`config.mk`:
```
export PLATFORM = sky130hd
export DESIGN_NAME = digit_scanner_flat
export DESIGN_NICKNAME = d
export VERILOG_FILES = /design/src/rtl/scan_pkg.sv /design/src/rtl/digit_scanner_if.sv /design/src/rtl/scan_tick_gen.sv /design/src/rtl/digit_scanner.sv /design/src/flat_wrapper.sv
export SDC_FILE = /design/constraint.sdc
export NUM_CORES = 1
export LEC_CHECK = 0
export CORE_MARGIN = 5
export CORE_UTILIZATION = 35
export CTS_BUF_LIST = sky130_fd_sc_hd__clkbuf_2
export DETAILED_ROUTE_END_ITERATION = 16
export PLACE_DENSITY_LB_ADDON = 0.2
export RECOVER_POWER = 25
export SYNTH_ARGS = -nofsm -noshare
export SYNTH_HDL_FRONTEND = slang
export SYNTH_HIERARCHICAL = 1
export SYNTH_SLANG_ARGS = --single-unit
```
`constraint.sdc`:
```
create_clock -name newclk -period 6.3 [get_ports newclk]
set_clock_uncertainty 0.2 [all_clocks]
set_input_delay 1.26 -clock newclk [delete_from_list [all_inputs] [get_ports newclk]]
set_output_delay 1.26 -clock newclk [all_outputs]
set_load 0.01 [all_outputs]
```
`src/rtl/scan_pkg.sv`:
```
// Shared constants and the width helper for the digit scanner.
package scan_pkg;

  localparam int DEF_N_DIGITS     = 8;
  localparam int DEF_SCAN_DIV     = 4;
  localparam int DEF_DEAD         = 1;
  localparam int DEF_BLINK_FRAMES = 2;

  // Ceiling log2 that never returns less than 1, so a count range of 1 still
  // gets a usable one-bit register.
  function automatic int clog2(input int value);
    int w;
    w = 0;
    while ((1 << w) < value) w++;
    return (w < 1) ? 1 : w;
  endfunction

endpackage

```
`src/rtl/digit_scanner_if.sv`:
```
// Control and display bundle between the scanner and its user.
interface digit_scanner_if
  import scan_pkg::*;
#(
  parameter int N_DIGITS = DEF_N_DIGITS
);

  logic                         enable;
  logic [N_DIGITS-1:0]          blink_mask;
  logic [N_DIGITS-1:0]          blank_mask;
  logic [N_DIGITS-1:0]          an;
  logic [clog2(N_DIGITS)-1:0]   sel;
  logic                         frame_start;
  logic                         blink_phase;

  modport master (
    output enable, blink_mask, blank_mask,
    input  an, sel, frame_start, blink_phase
  );

  modport slave (
    input  enable, blink_mask, blank_mask,
    output an, sel, frame_start, blink_phase
  );

endinterface

```
`src/rtl/scan_tick_gen.sv`:
```
// Dwell counter: counts newclk cycles spent on one digit, flags the end of the
// dwell and whether the upcoming cycle falls in the dark anti-ghosting window.
module scan_tick_gen
  import scan_pkg::*;
#(
  parameter int SCAN_DIV = DEF_SCAN_DIV,
  parameter int DEAD     = DEF_DEAD
) (
  input  logic newclk,
  input  logic rst_n,
  input  logic enable_i,
  output logic tick_o,
  output logic dead_nxt_o
);

  localparam int CNT_W = clog2(SCAN_DIV);

  logic [CNT_W-1:0] cnt_q;
  logic [CNT_W-1:0] cnt_d;

  // Advance only while enabled; the tick marks the last cycle of a dwell.
  always_comb begin
    tick_o = enable_i && (cnt_q == CNT_W'(SCAN_DIV - 1));
    cnt_d  = cnt_q;
    if (tick_o) begin
      cnt_d = '0;
    end else if (enable_i) begin
      cnt_d = cnt_q + CNT_W'(1);
    end
    // Dead flag is for the next cycle so the parent can register its strobes.
    dead_nxt_o = (cnt_d < CNT_W'(DEAD));
  end

  // Dwell counter register.
  always_ff @(posedge newclk or negedge rst_n) begin
    if (!rst_n) begin
      cnt_q <= '0;
    end else begin
      cnt_q <= cnt_d;
    end
  end

endmodule

```
`src/rtl/digit_scanner.sv`:
```
// Multiplexed display scanner: digit select, frame/blink timing, tear-free
// mask latching and registered active-low digit strobes.
module digit_scanner
  import scan_pkg::*;
#(
  parameter int N_DIGITS     = DEF_N_DIGITS,
  parameter int SCAN_DIV     = DEF_SCAN_DIV,
  parameter int DEAD         = DEF_DEAD,
  parameter int BLINK_FRAMES = DEF_BLINK_FRAMES
) (
  input  logic           newclk,
  input  logic           rst_n,
  digit_scanner_if.slave bus
);

  localparam int SEL_W = clog2(N_DIGITS);
  localparam int FRM_W = clog2(BLINK_FRAMES);

  logic                tick;
  logic                dead_nxt;
  logic                wrap;
  logic [SEL_W-1:0]    sel_q, sel_d;
  logic [FRM_W-1:0]    frm_q, frm_d;
  logic                blink_phase_q, blink_phase_d;
  logic                frame_start_q, frame_start_d;
  logic [N_DIGITS-1:0] blink_lat_q, blink_lat_d;
  logic [N_DIGITS-1:0] blank_lat_q, blank_lat_d;
  logic [N_DIGITS-1:0] an_q, an_d;
  logic [N_DIGITS-1:0] strobe;

  scan_tick_gen #(
    .SCAN_DIV (SCAN_DIV),
    .DEAD     (DEAD)
  ) u_tick (
    .newclk     (newclk),
    .rst_n      (rst_n),
    .enable_i   (bus.enable),
    .tick_o     (tick),
    .dead_nxt_o (dead_nxt)
  );

  // Next state for digit select, frame/blink counters, mask latches and the
  // strobe pattern of the upcoming cycle (so an is driven from a register).
  always_comb begin
    wrap          = tick && (sel_q == SEL_W'(N_DIGITS - 1));
    sel_d         = sel_q;
    frm_d         = frm_q;
    blink_phase_d = blink_phase_q;
    blink_lat_d   = blink_lat_q;
    blank_lat_d   = blank_lat_q;
    frame_start_d = wrap;

    if (tick) begin
      sel_d = wrap ? '0 : sel_q + SEL_W'(1);
    end

    // Masks and blink timing change only at a frame boundary.
    if (wrap) begin
      blink_lat_d = bus.blink_mask;
      blank_lat_d = bus.blank_mask;
      if (frm_q == FRM_W'(BLINK_FRAMES - 1)) begin
        frm_d         = '0;
        blink_phase_d = ~blink_phase_q;
      end else begin
        frm_d = frm_q + FRM_W'(1);
      end
    end

    // Digit 0 drives the MSB strobe.
    strobe = {1'b1, {(N_DIGITS-1){1'b0}}} >> sel_d;
    an_d   = ~strobe;
    if (dead_nxt || (|(blank_lat_d & strobe)) ||
        (blink_phase_d && (|(blink_lat_d & strobe)))) begin
      an_d = '1;
    end
  end

  // Scanner state registers; reset forces all strobes off immediately.
  always_ff @(posedge newclk or negedge rst_n) begin
    if (!rst_n) begin
      sel_q         <= '0;
      frm_q         <= '0;
      blink_phase_q <= 1'b0;
      frame_start_q <= 1'b0;
      blink_lat_q   <= '0;
      blank_lat_q   <= '0;
      an_q          <= '1;
    end else begin
      sel_q         <= sel_d;
      frm_q         <= frm_d;
      blink_phase_q <= blink_phase_d;
      frame_start_q <= frame_start_d;
      blink_lat_q   <= blink_lat_d;
      blank_lat_q   <= blank_lat_d;
      an_q          <= an_d;
    end
  end

  // Enable gating is the only direct input-to-output path.
  assign bus.an          = bus.enable ? an_q : '1;
  assign bus.sel         = sel_q;
  assign bus.frame_start = frame_start_q;
  assign bus.blink_phase = blink_phase_q;

endmodule

```
`src/flat_wrapper.sv`:
```
// flat-port wrapper written by rule: the top's interface ports become plain ports
module digit_scanner_flat import scan_pkg::*;
#(
  parameter int N_DIGITS     = DEF_N_DIGITS,
  parameter int SCAN_DIV     = DEF_SCAN_DIV,
  parameter int DEAD         = DEF_DEAD,
  parameter int BLINK_FRAMES = DEF_BLINK_FRAMES
)
  (newclk, rst_n, bus_enable, bus_blink_mask, bus_blank_mask, bus_an, bus_sel, bus_frame_start, bus_blink_phase);
  digit_scanner_if #(.N_DIGITS(N_DIGITS)) bus_i ();
  input  logic newclk;
  input  logic rst_n;
  input wire logic [$bits(bus_i.enable)-1:0] bus_enable;
  input wire logic [$bits(bus_i.blink_mask)-1:0] bus_blink_mask;
  input wire logic [$bits(bus_i.blank_mask)-1:0] bus_blank_mask;
  output wire logic [$bits(bus_i.an)-1:0] bus_an;
  output wire logic [$bits(bus_i.sel)-1:0] bus_sel;
  output wire logic [$bits(bus_i.frame_start)-1:0] bus_frame_start;
  output wire logic [$bits(bus_i.blink_phase)-1:0] bus_blink_phase;
  assign bus_i.enable = bus_enable;
  assign bus_i.blink_mask = bus_blink_mask;
  assign bus_i.blank_mask = bus_blank_mask;
  assign bus_an = bus_i.an;
  assign bus_sel = bus_i.sel;
  assign bus_frame_start = bus_i.frame_start;
  assign bus_blink_phase = bus_i.blink_phase;
  digit_scanner #(.N_DIGITS(N_DIGITS), .SCAN_DIV(SCAN_DIV), .DEAD(DEAD), .BLINK_FRAMES(BLINK_FRAMES)) u_core (.newclk(newclk), .rst_n(rst_n), .bus(bus_i));
endmodule
```
==> impl_metrics.ini <==
[worst_setup_path]
slowest_stage = clkdlybuf4s50_1
cp.arrival_ps = 4260
r2r_setup_slack_ps = 3040
crit_type = input pin to flop
crit_chain = clkdlybuf4s50_1 -> and2_2 -> nand2_4 -> inv_2 -> mux2_2 -> a22o_1 -> a2bb2oi_2 -> a2111oi_4 -> nand4_1
worst_setup_path_end_kind = flop
path_buf_inv = 2
crit_path_max_incr_delay_ps = 730
start_kind = input pin
worstPathRequired_ps = 6370
critPathTopFamily = buffers and inverters
cp_max_fo = 21

[synthesis]
yosys_warnings = 6
synth-simple-area-share_pct = 23.5
synth_xor_area_share_pct = 1.56
ys_seq_area_share_pct = 48.0
avgSynthCellArea_um2 = 10.0
synth_top_family_by_area = simple AND/OR/NAND/NOR gates
yosysUniqueCellTypes = 41
ys_ff_latch = 32
synth_mux_area_share_pct = 5.63
synth_cells = 168
syn_area_um2 = 1690
syn_nets = 190
synth_compound_area_share_pct = 14.8
synth_fa_ha_area_share_pct = 2.22

[global_route]
grt_pass1_vias = 1302
grt-ovfl-total = 0
antenna_found_initial = 0
grt_pass1_wl_um = 6130
grt_max_degree = 33
grtUsageTotal_pct = 12.4

[cells_and_area]
final_common_cell = nand2_1
final_cell_mix = nand2_1 (38), clkdlybuf4s50_1 (30), dfrtp_1 (24), nand2b_1 (11)
fillers = 453
diodes = 0
drive_gt1_share_pct = 15.3
syn_to_final_growth_pct = 22.7
final_net_count = 223
seq_area_um2 = 811
multi_input_area_um2 = 806
final_core_util_pct = 44.1

[floorplanning]
die-area_um2 = 6310
row_count = 25
die_width_um = 79.4
num_io_pins = 32
start_util_pct = 36.0
fp.dieH_um = 79.4
core_um2 = 4690

[status]
outcome = finished with violations
violations = capacitance limit, slew limit

[power_and_ir_drop]
irDropWorstVdd_mv = 0.174
powerDensity_nw_per_um2 = 413
leakage_nw = 0.959

[route]
drt_iter0_drc = 102
ant_nets = 0
num_vias = 1297
remaining_drc_errors = 0
routed_wl_um = 3630
wl_per_cell_um = 14.2
dr.pass1.iters = 4
vias_per_cell = 5.07

[sta]
slew_viol_final = 33
rsz0062_at_grt = false
max_freq_ghz = 0.239
setup_viol = 0
max_slew_margin_pct = -9.42
hold_viol_final = 0
period_share_pct = 66.5
period_needed_ps = 4190
worstMarginPinSlew_ps = 1640
fin_setup_tns_ps = 0

[clocking]
clock_latency_ps = 380
ctsRootBufferMaster = clkbuf_2
postCtsResizedCells = 0
tritoncts = yes
postCtsHoldBufs = 0
post_cts_buffers = 0
cts_sinks = 32
numCtsBuffers = 5
path_clk_slew_ps = 160
htree_levels = 2
clock_path_buffers = 2

[placement]
port_buffers = 31
gp_congestion = 0.810
hpwl_um = 2720

[flow_run]
maxCapViolCount = 1

[min_path]
hp-class = flop to flop
## registers in the layout, indices dropped and copies added, names as in the netlist
name,flops
u_core/an_q,8
u_core/bus.blink_phase,1
u_core/u_tick/cnt_q,2
u_core/blank_lat_q,8
u_core/frm_q,1
u_core/bus.sel,3
u_core/blink_lat_q,8
u_core/bus.frame_start,1
## routing by layer
layer | vias up | part of all wire (%) | GRT usage [%]
met1 | 606 | 45 | 15.4
li1 | 647 | - | -
met2 | 35 | 46 | 19.7
met3 | 9 | 6.3 | 3.27
met4 | 0 | 2.1 | 6.70
met5 | - | 0 | 0
## synth_stat cells (all sizes together)
library cell   n  area [um^2]
xor2           1         8.76
a211oi         3         27.5
and2b          1         10.0
and2           2         16.3
a31o           2         17.5
nor2           8         30.0
o211ai         1         7.51
o41ai          1         27.5
a2111oi        1         27.5
nand2         39          154
o21a           1         7.51
buf            2         22.5
a31oi          4         25.0
a221oi         1         8.76
a22oi          1         21.3
o32ai          2         17.5
nor3           2         10.0
mux2i          5         50.1
o2bb2ai        1         8.76
clkbuf         4         15.0
a2bb2oi        1         15.0
a22o           1         8.76
a21oi          2         10.0
o21ai          4         20.0
nor2b          2         12.5
dfrtp         24          601
nor3b          3         22.5
ha             3         37.5
nand4          8         50.1
nand2b        11         68.8
xnor2          2         17.5
dfstp          8          210
mux2           4         45.0
nand3          3         15.0
inv            9         33.8
or2b           1         7.51
## cells by family after synthesis
group                    after synthesis
adder cells (fa/ha/maj)                3
AO/OA/AOI/OAI                         26
flip-flops                            32
buffers and inverters                 15
XOR/XNOR                               3
AND/OR/NAND/NOR                       80
multiplexers                           9
## per-stage QoR
step           cells  setup WS (ps)  instance area (um^2)  power, mW  hold WS (ps)
2_1_floorplan    168           3160                  1690      0.640           240
3_3_place_gp     248           1830                  2040      0.750           269
3_5_place_dp     248           1710                  2040      0.763           273
4_1_cts          256           2120                  2070      0.861           298
5_1_grt          256           1890                  2070      0.921           317
6_report         256           2110                  2070      0.854           300
## power breakdown
part	switching [mW]	internal [mW]	total, mW
registers	0.0583	0.289	0.347
logic	0.225	0.184	0.409
clock network	0.0680	0.0297	0.0978
total	0.352	0.503	0.854
## cell type report
cell class | count | share of cell area (%)
clock buffer | 7 | 1.69
clock inverter | 1 | 0.181
inverter | 9 | 1.63
multi-input combinational | 121 | 38.9
sequential | 32 | 39.2
tap | 54 | 3.26
timing repair buffer | 32 | 15.2
## path summary, 6_finish.rpt
kind | start | end | cells after the start
worst max-delay path | bus_enable | u_core/an_q[0]$_DFF_PN1_ | 9
worst min-delay path | u_core/frm_q$_DFFE_PN0N_ | u_core/frm_q$_DFFE_PN0N_ | 1
worst max register to register | u_core/bus.sel[0]$_DFF_PN0_ | u_core/an_q[0]$_DFF_PN1_ | 9
worst min register to register | u_core/frm_q$_DFFE_PN0N_ | u_core/frm_q$_DFFE_PN0N_ | 1
max in group asynchronous | rst_n | u_core/bus.sel[0]$_DFF_PN0_ | 2
min in group asynchronous | rst_n | u_core/blank_lat_q[7]$_DFF_PN0_ | 2
No activity file was read; power rests on OpenSTA's default activity.
